File: src/rtl/seq_checker_sat_counter.sv
// Saturating up-counter with synchronous clear; holds at all-ones once reached.
module sat_counter #(
    parameter int W = 16
) (
    input  logic         i_clk,
    input  logic         i_rst,
    input  logic         i_clr,
    input  logic         i_inc,
    output logic [W-1:0] o_count
);

    logic [W-1:0] r_count;

    always_ff @(posedge i_clk or posedge i_rst) begin
        if (i_rst) begin
            r_count <= '0;
        end else if (i_clr) begin
            r_count <= '0;
        end else if (i_inc && (r_count != {W{1'b1}})) begin
            r_count <= r_count + W'(1);
        end
    end

    assign o_count = r_count;

endmodule

File: config.mk
export PLATFORM = sky130hd
export DESIGN_NAME = sat_counter
export DESIGN_NICKNAME = d
export VERILOG_FILES = /design/src/rtl/seq_checker_sat_counter.sv
export SDC_FILE = /design/constraint.sdc
export NUM_CORES = 1
export LEC_CHECK = 0
export ABC_AREA = 0
export CORE_MARGIN = 8
export CORE_UTILIZATION = 40
export CTS_CLUSTER_SIZE = 28
export DETAILED_ROUTE_END_ITERATION = 10
export PLACE_DENSITY_LB_ADDON = 0.1
export REMOVE_ABC_BUFFERS = 1
export SYNTH_ARGS = -nofsm -noshare
export SYNTH_HDL_FRONTEND = slang
export SYNTH_SLANG_ARGS = --single-unit
File: constraint.sdc
create_clock -name i_clk -period 2.4 [get_ports i_clk]
set_input_delay 0.48 -clock i_clk [delete_from_list [all_inputs] [get_ports i_clk]]
set_output_delay 0.48 -clock i_clk [all_outputs]
set_load 0.02 [all_outputs]
### After elaboration in Yosys (flattened, before gate mapping)

Index checks and enable logic that the tools add are counted.

| word-level totals | value |
|---|---|
| flip-flop bits (word level) | 16 |
| bits of input ports | 4 |
| output and inout port bits | 16 |
| word-level logic and storage cells | 7 |

| operators by class | value |
|---|---|
| add/sub/neg operators | 1 |
| equal/unequal tests | 1 |
| mux-type cells | 2 |
| reductions and logical operators | 2 |

Operators by type and width:

| operator | count |
|---|---|
| $mux W16 | 2 |
| $add A16 B1 Y16 const B | 1 |
| $ne A16 B16 Y1 const B | 1 |
| $reduce_bool A2 Y1 | 1 |
| $logic_and A1 B1 Y1 | 1 |

### Depth between registers and ports, before layout

Gate-level depths: netlist (run 1).

| logic depth | value |
|---|---|
| word-level depth | 4 |
| mapped depth | 6 |
| depth with buffers taken out | 5 |

### Worst setup path after synthesis (run 1)

OpenSTA, ideal clock, no wires.

| timing path | value |
|---|---|
| kind | reg2reg |
| from | register r_count[0], in the netlist o_count[0] |
| to | register r_count[0], in the netlist o_count[0] |
| library setup time | 0.125 ns |
| arrival time | 1.783 ns |
| data required time | 2.275 ns |
| setup slack | 0.493 ns |
| stages on the path, launching flop included | 7 |
| path buffers | 1 |
| period minus slack after synthesis | 1.907 ns |
| cell sequence | dfrtp_1 -> ha_1 -> clkbuf_1 -> nand3_1 -> nor4_1 -> nor2b_1 -> mux2_2 |

| on the way | value |
|---|---|
| cells in the longest elaborated chain, start to end | 3 |
| elaborated cells between the ends (all ways) | 6 |
| classes of those cells | add/sub: 1; eq/ne: 1; mux: 2; reduce/logical: 2 |

RTL lines:

| what | RTL line | RTL |
|---|---|---|
| from (decl) | 12 | `logic [W-1:0] r_count;` |
| from (signal assigned) | 20 | `r_count <= r_count + W'(1);` |
| $add A16 B1 Y16 / $ne A16 B16 Y1 (equally long branches) | 20, 19 |  |
| $mux W16 / $logic_and A1 B1 Y1 (equally long branches) | 19 | `end else if (i_inc && (r_count != {W{1'b1}})) begin` |
| $mux W16 / $reduce_bool A2 Y1 (equally long branches) | - |  |

Several ways; a longest one is shown, not always the timed one. The select of a mux whose other input is x is not followed.
A chain may end at the register's enable or synchronous reset.

### Worst setup path after layout (run 1)

| timing path | value |
|---|---|
| from | register r_count[15], in the netlist o_count[15] |
| to | output o_count[15] |

RTL lines:

| what | RTL line | RTL |
|---|---|---|
| to (decl) | 9 | `output logic [W-1:0] o_count` |

No word-level cell between the ends.

==> metrics, run 1 <==
Syn. warnings 0; GR Util All Layers 12.1%; number of synthesized flops with an enable pin 0; clk buf depth 2; clock slew at reported path FFs 0.09 ns; grt peak-use layer met2; Synth async-reset ratio 100%; synthesized cell area 932 sq um; unrepaired setup endpoints after global routing no; Max IR drop VDD 0.333 mV; post-CTS setup buffer count 0; Congestion Overflow GR 0; Antenna Nets Post-Route 0; Area contributors post-synth dfrtp_1, a21oi_1, or4_1; startpoint types register; DR iter-0 viols 37; CTS HTree Levels 1; area grow syn2layout 27.9%; Core Area 2210 sq um; worst setup path start o_count[15]; syn avg cell area 9.23 sq um; Inserted Diodes 0; vias in the first global route 855; max reg flops 16; Wirelength per Cell 15.5 um; commonest cells in the netlist dfrtp_1, a21oi_1, nand3_1; Detailed Routing Iterations Pass 1 4; Root Driver clkbuf_4; first-pass GRT wire length 4.07 mm; critical path class reg -> out; final setup margin 0.478 ns; Worst Setup End Kind output pin; port bufs 19; Die ar. 4130 sq um; met3 GRT Util 3.83%; CTS tree done; worst path cell trace clkdlybuf4s50_1; status completed; number of CTS-inserted buffers 3; Crit-path slowest cell clkdlybuf4s50_1; Reg2Reg Setup Slack 0.51 ns; top-count cell post-synth dfrtp_1; Row Count 17; Max Cap Viol 0; Place WS 0.214 ns; crit path to o_count[15]; grt met2 use 18.8%; WP depth 1; cell family with most CP delay buffers and inverters; Fillers 220; clk sink count 16; Vias 911; Final #Nets 131; DPL Wire Length 1.72 mm; Crit path required time 1.92 ns; routed vias/inst 5.99; Placer Congestion 0.770; post-CTS sizing 0; final hold violations 0; fin crit share 80.1%; layout cells sized above 1 11.3%; DIE WIDTH 64.3 um; main flop type after synthesis dfrtp_1; post-layout min period 1.92 ns; final setup TNS 0 ns; reg2reg end o_count[13]; static leakage 0.429 nW; I/O Pins 20; Worst path max stage delay 0.66 ns; synth unique cells 29; DRC Markers 0; WP buf/inv 1; die extent in y 64.3 um; final wirelength 2.35 mm; HP Class in -> async; Worst R2R Start o_count[2]; max_slew headroom 58.5%; area leader, netlist dfrtp_1; Slew @ Worst Pin 0.621 ns; largest net degree at the start of global routing 17; fmax 0.520 GHz; #FFs+latches synth 16; setup violators final 0; Clock Latency Late Sink 0.28 ns; final worst clock skew 0.00131 ns; starting density of the core 42.1%; Pwr Density 390 nW/um^2; Slew Limit Fails 0; area occupied by multi-input gates 495 sq um; CP arrival 1.44 ns; initial antenna violation count 0; Worst Path Max Fanout 8; register area 400 sq um; cells after synthesis 101; CTS Hold Buffers Added 0; sequential cell area fraction in the yosys report 43.0%; Yosys top cell area share 43.0%; depth of the worst register-to-register path 4; met1 usage 15.1%
## worst reg2reg max path, delay by kind of cell, from the launching register on
kind | cells | cell delay, ns
and+or+nand+nor | 3 | 1.20
DFF | 1 | 0.46
AOI/OAI and AO/OA | 1 | 0.16
## cell type report
type / instances / share of cell area, %
multi-input cells: 78 / 41.6
clock buffers: 3 / 1.89
inverters: 3 / 0.944
flip-flops and latches: 16 / 33.6
repair buffers: 24 / 19.1
well taps: 28 / 2.94
## per-stage QoR
| step | total power, W | cell area (sq um) | util [%] | std cells | hold slack (ns) |
|---|---|---|---|---|---|
| after global placement | 0.000327 | 1170 | 52.9 | 149 | 0.554 |
| after global routing | 0.000485 | 1190 | 53.9 | 152 | 0.617 |
| after floorplan | 0.000300 | 907 | - | 97 | 0.394 |
| after detailed placement | 0.000328 | 1170 | 52.9 | 149 | 0.571 |
| after CTS | 0.000469 | 1190 | 53.9 | 152 | 0.582 |
| final | 0.000465 | 1190 | 53.9 | 152 | 0.562 |
## layout by cell type, fill, tap and decap left out, types with 2 or more instances in the layout
cell type        netlist  final
nor4_1                 3      3
or3_1                  6      6
a21oi_1               12     12
or4_1                  6      6
nor2_1                 3      3
nand2_1                6      6
nand4_1                4      4
o21ai_0                5      5
nor3_1                 4      4
buf_4                  1      5
mux2_2                 2      2
nand2b_1               2      2
o41ai_1                2      2
inv_1                  3      3
clkbuf_4               0      3
clkdlybuf4s50_1        0     19
dfrtp_1               16     16
nor2b_1                3      3
nand3_1                7      7
o31ai_1                5      5
## where the power goes
| group | internal [W] | switching (W) | total (W) |
|---|---|---|---|
| logic | 0.0000197 | 0.0000246 | 0.0000443 |
| registers | 0.000273 | 0.00000502 | 0.000278 |
| clock network | 0.0000582 | 0.0000850 | 0.000143 |
## worst min-delay path by stage
stage | startpoint | slack, ns | cells past startpoint | end
CTS | o_count[14] | 0.58 | 2 | o_count[14]
finish | i_rst | 0.56 | 2 | o_count[1]
global placement | o_count[14] | 0.55 | 2 | o_count[14]
global route | o_count[5] | 0.62 | 2 | o_count[5]
detailed placement | o_count[14] | 0.57 | 2 | o_count[14]
floorplan | i_rst | 0.39 | 1 | o_count[0]
## routing by layer
metal	part of all wire, %	wire (um)
met3	5.6	132
met1	48	1120
met4	1.1	25
met2	46	1080
met5	0	0
## logic make-up (layout without fill, tap and decap cells)
logic type                 after synthesis  after routing  share of synthesized area, %
and+or+nand+nor                         49             49                          32.6
AOI/OAI and AO/OA                       25             25                          15.7
DFF                                     16             16                          43.0
buffers and inverters                    7             30                          3.89
muxes                                    3              3                          3.49
adders and majority gates                1              1                          1.34
No activity file was read; power rests on OpenSTA's default activity.
==> run 2: changes to the inputs <==
==> constraint.sdc (replaced) <==
create_clock -name i_clk -period 2 [get_ports i_clk]
set_input_delay 0.4 -clock i_clk [delete_from_list [all_inputs] [get_ports i_clk]]
set_output_delay 0.4 -clock i_clk [all_outputs]
set_load 0.02 [all_outputs]
==> run 2 against run 1 <==
Effect of this change:
- global-route usage grew 0.16 points
- register-to-register slack lost 0.32 ns
- core utilization grew 1.2 points
- critical endpoint is now o_count[2]
==> metrics, run 2 (synthesis gave the netlist of run 1 again) <==
largest net degree at the start of global routing 20 (was 17); static leakage 0.438 nW (was 0.429 nW); Detailed Routing Iterations Pass 1 4 (unchanged); Antenna Nets Post-Route 0 (unchanged); Layout Cell Area excl Fill 1220 sq um (was 1190 sq um); Pwr Density 453 nW/um^2 (was 390 nW/um^2); GR Util All Layers 12.2% (was 12.1%); HP Class in -> async (unchanged); CTS HTree Levels 1 (unchanged); post-layout min period 1.83 ns; final core occ 55.1% (was 53.9%); Root Driver clkbuf_4 (unchanged); fin crit share 91.5%; Inserted Diodes 0 (unchanged); Wirelength per Cell 14.8 um (was 15.5 um); DRC Markers 0 (unchanged); Max IR drop VDD 0.266 mV (was 0.333 mV); DIE WIDTH 64.3 um (unchanged); clk buf depth 2 (unchanged); area grow syn2layout 30.7% (was 27.9%); setup violators final 0 (unchanged); port bufs 19 (unchanged); DR iter-0 viols 19 (was 37); routed vias/inst 5.75 (was 5.99); Crit path required time 1.60 ns (was 1.92 ns); DP Area 1190 sq um (was 1170 sq um); CP arrival 1.43 ns (was 1.44 ns); Final #Nets 134 (was 131); vias in the first global route 936 (was 855); max_slew headroom 58.4% (was 58.5%); CTS tree done (unchanged); starting density of the core 42.1% (unchanged); die extent in y 64.3 um (unchanged); Placer Congestion 0.794 (was 0.770); Reg2Reg Setup Slack 0.19 ns (was 0.51 ns); post-CTS setup buffer count 0 (unchanged); status completed (unchanged); initial antenna violation count 0 (unchanged); first-pass GRT wire length 4.22 mm (was 4.07 mm); Row Count 17 (unchanged); CTS Hold Buffers Added 0 (unchanged); Worst Setup End Kind output pin (unchanged); worst setup path start o_count[2] (was o_count[15]); max reg flops 16 (unchanged); post-CTS sizing 0 (unchanged); Vias 891 (was 911); Core Area 2210 sq um (unchanged); Slew Limit Fails 0 (unchanged); Worst Path Max Fanout 5 (was 8); final worst clock skew 0.00231 ns (was 0.00131 ns); number of CTS-inserted buffers 3 (unchanged); Die ar. 4130 sq um (unchanged); Slew @ Worst Pin 0.623 ns (was 0.621 ns); final wirelength 2.29 mm (was 2.35 mm); most frequent cells in the layout clkdlybuf4s50_1, dfrtp_1, a21oi_1 (unchanged); final hold violations 0 (unchanged); commonest non-fill, non-tap cell in the layout clkdlybuf4s50_1 (unchanged); Worst R2R Start o_count[1] (was o_count[2]); clk sink count 16 (unchanged); fmax 0.547 GHz; Clock Latency Late Sink 0.28 ns (about the same); layout cells sized above 1 15.7% (was 11.3%); I/O Pins 20 (unchanged); critical path class reg -> out (unchanged); clock slew at reported path FFs 0.09 ns (about the same); Max Cap Viol 0 (unchanged); startpoint types register (unchanged); DPL Wire Length 1.75 mm (was 1.72 mm); unrepaired setup endpoints after global routing no (unchanged); Congestion Overflow GR 0 (unchanged)
==> run 2: changes by cell type in the layout (fill, tap and decap cells not counted) <==
| cell | change |
|---|---|
| dfrtp_1 | -3 |
| buf_4 | +3 |
| dfrtp_2 | +3 |
==> run 2: cell type report <==
type / count / area, sq um
Fill cell: 226 / 993
Multi-Input combinational cell: 78 / 495
Sequential cell: 16 / 404
Timing Repair Buffer: 27 / 250
Tap cell: 28 / 35.0
Clock buffer: 3 / 22.5
Inverter: 3 / 11.3
==> run 2: worst paths after layout <==
| path | to | cells past startpoint |
|---|---|---|
| max | o_count[2] | 2 |
| min | o_count[1] | 2 |
| max reg2reg | o_count[12] | 5 |
| min reg2reg | o_count[14] | 2 |
| max in group asynchronous | o_count[8] | 2 |
| min in group i_clk | o_count[14] | 2 |
==> run 2: report_power, final <==
group | internal [W] | switching, W
clock network | 0.0000697 | 0.0000957
logic | 0.0000250 | 0.0000309
registers | 0.000327 | 0.00000376
==> run 2: per-layer routing <==
layer / global-route usage (%) / up-vias / routed length [um]
met4: 4.90 / 0 / 29
met2: 20.0 / 15 / 1110
met5: 0 / - / 0
li1: - / 449 / -
met3: 4.36 / 4 / 144
met1: 14.2 / 423 / 1010
==> run 2: per-stage QoR <==
stage	std cells	setup WS, ns	power [W]	setup TNS (ns)	hold WS (ns)
floorplan	97	0.139	0.000361	0	0.314
global placement	152	-0.0521	0.000394	-0.0760	0.556
detailed placement	152	-0.0698	0.000394	-0.136	0.559
CTS	155	0.143	0.000562	0	0.512
global route	155	0.00798	0.000580	0	0.540
finish	155	0.170	0.000552	0	0.488
==> run 2: critical path, cell delays in order, from the launching register on <==
cell             delay (ns)
dfrtp_1                0.39
buf_4                  0.15
clkdlybuf4s50_1        0.61
==> run 3: changes to the inputs <==
--- a/config.mk
+++ b/config.mk
@@ -10,6 +10,7 @@
 export CORE_UTILIZATION = 40
 export CTS_CLUSTER_SIZE = 28
 export DETAILED_ROUTE_END_ITERATION = 10
+export HOLD_SLACK_MARGIN = 0.1
 export PLACE_DENSITY_LB_ADDON = 0.1
 export REMOVE_ABC_BUFFERS = 1
 export SYNTH_ARGS = -nofsm -noshare
==> results of run 3 <==
Same layout as run 2: the final DEF is identical, and so are final timing and power.
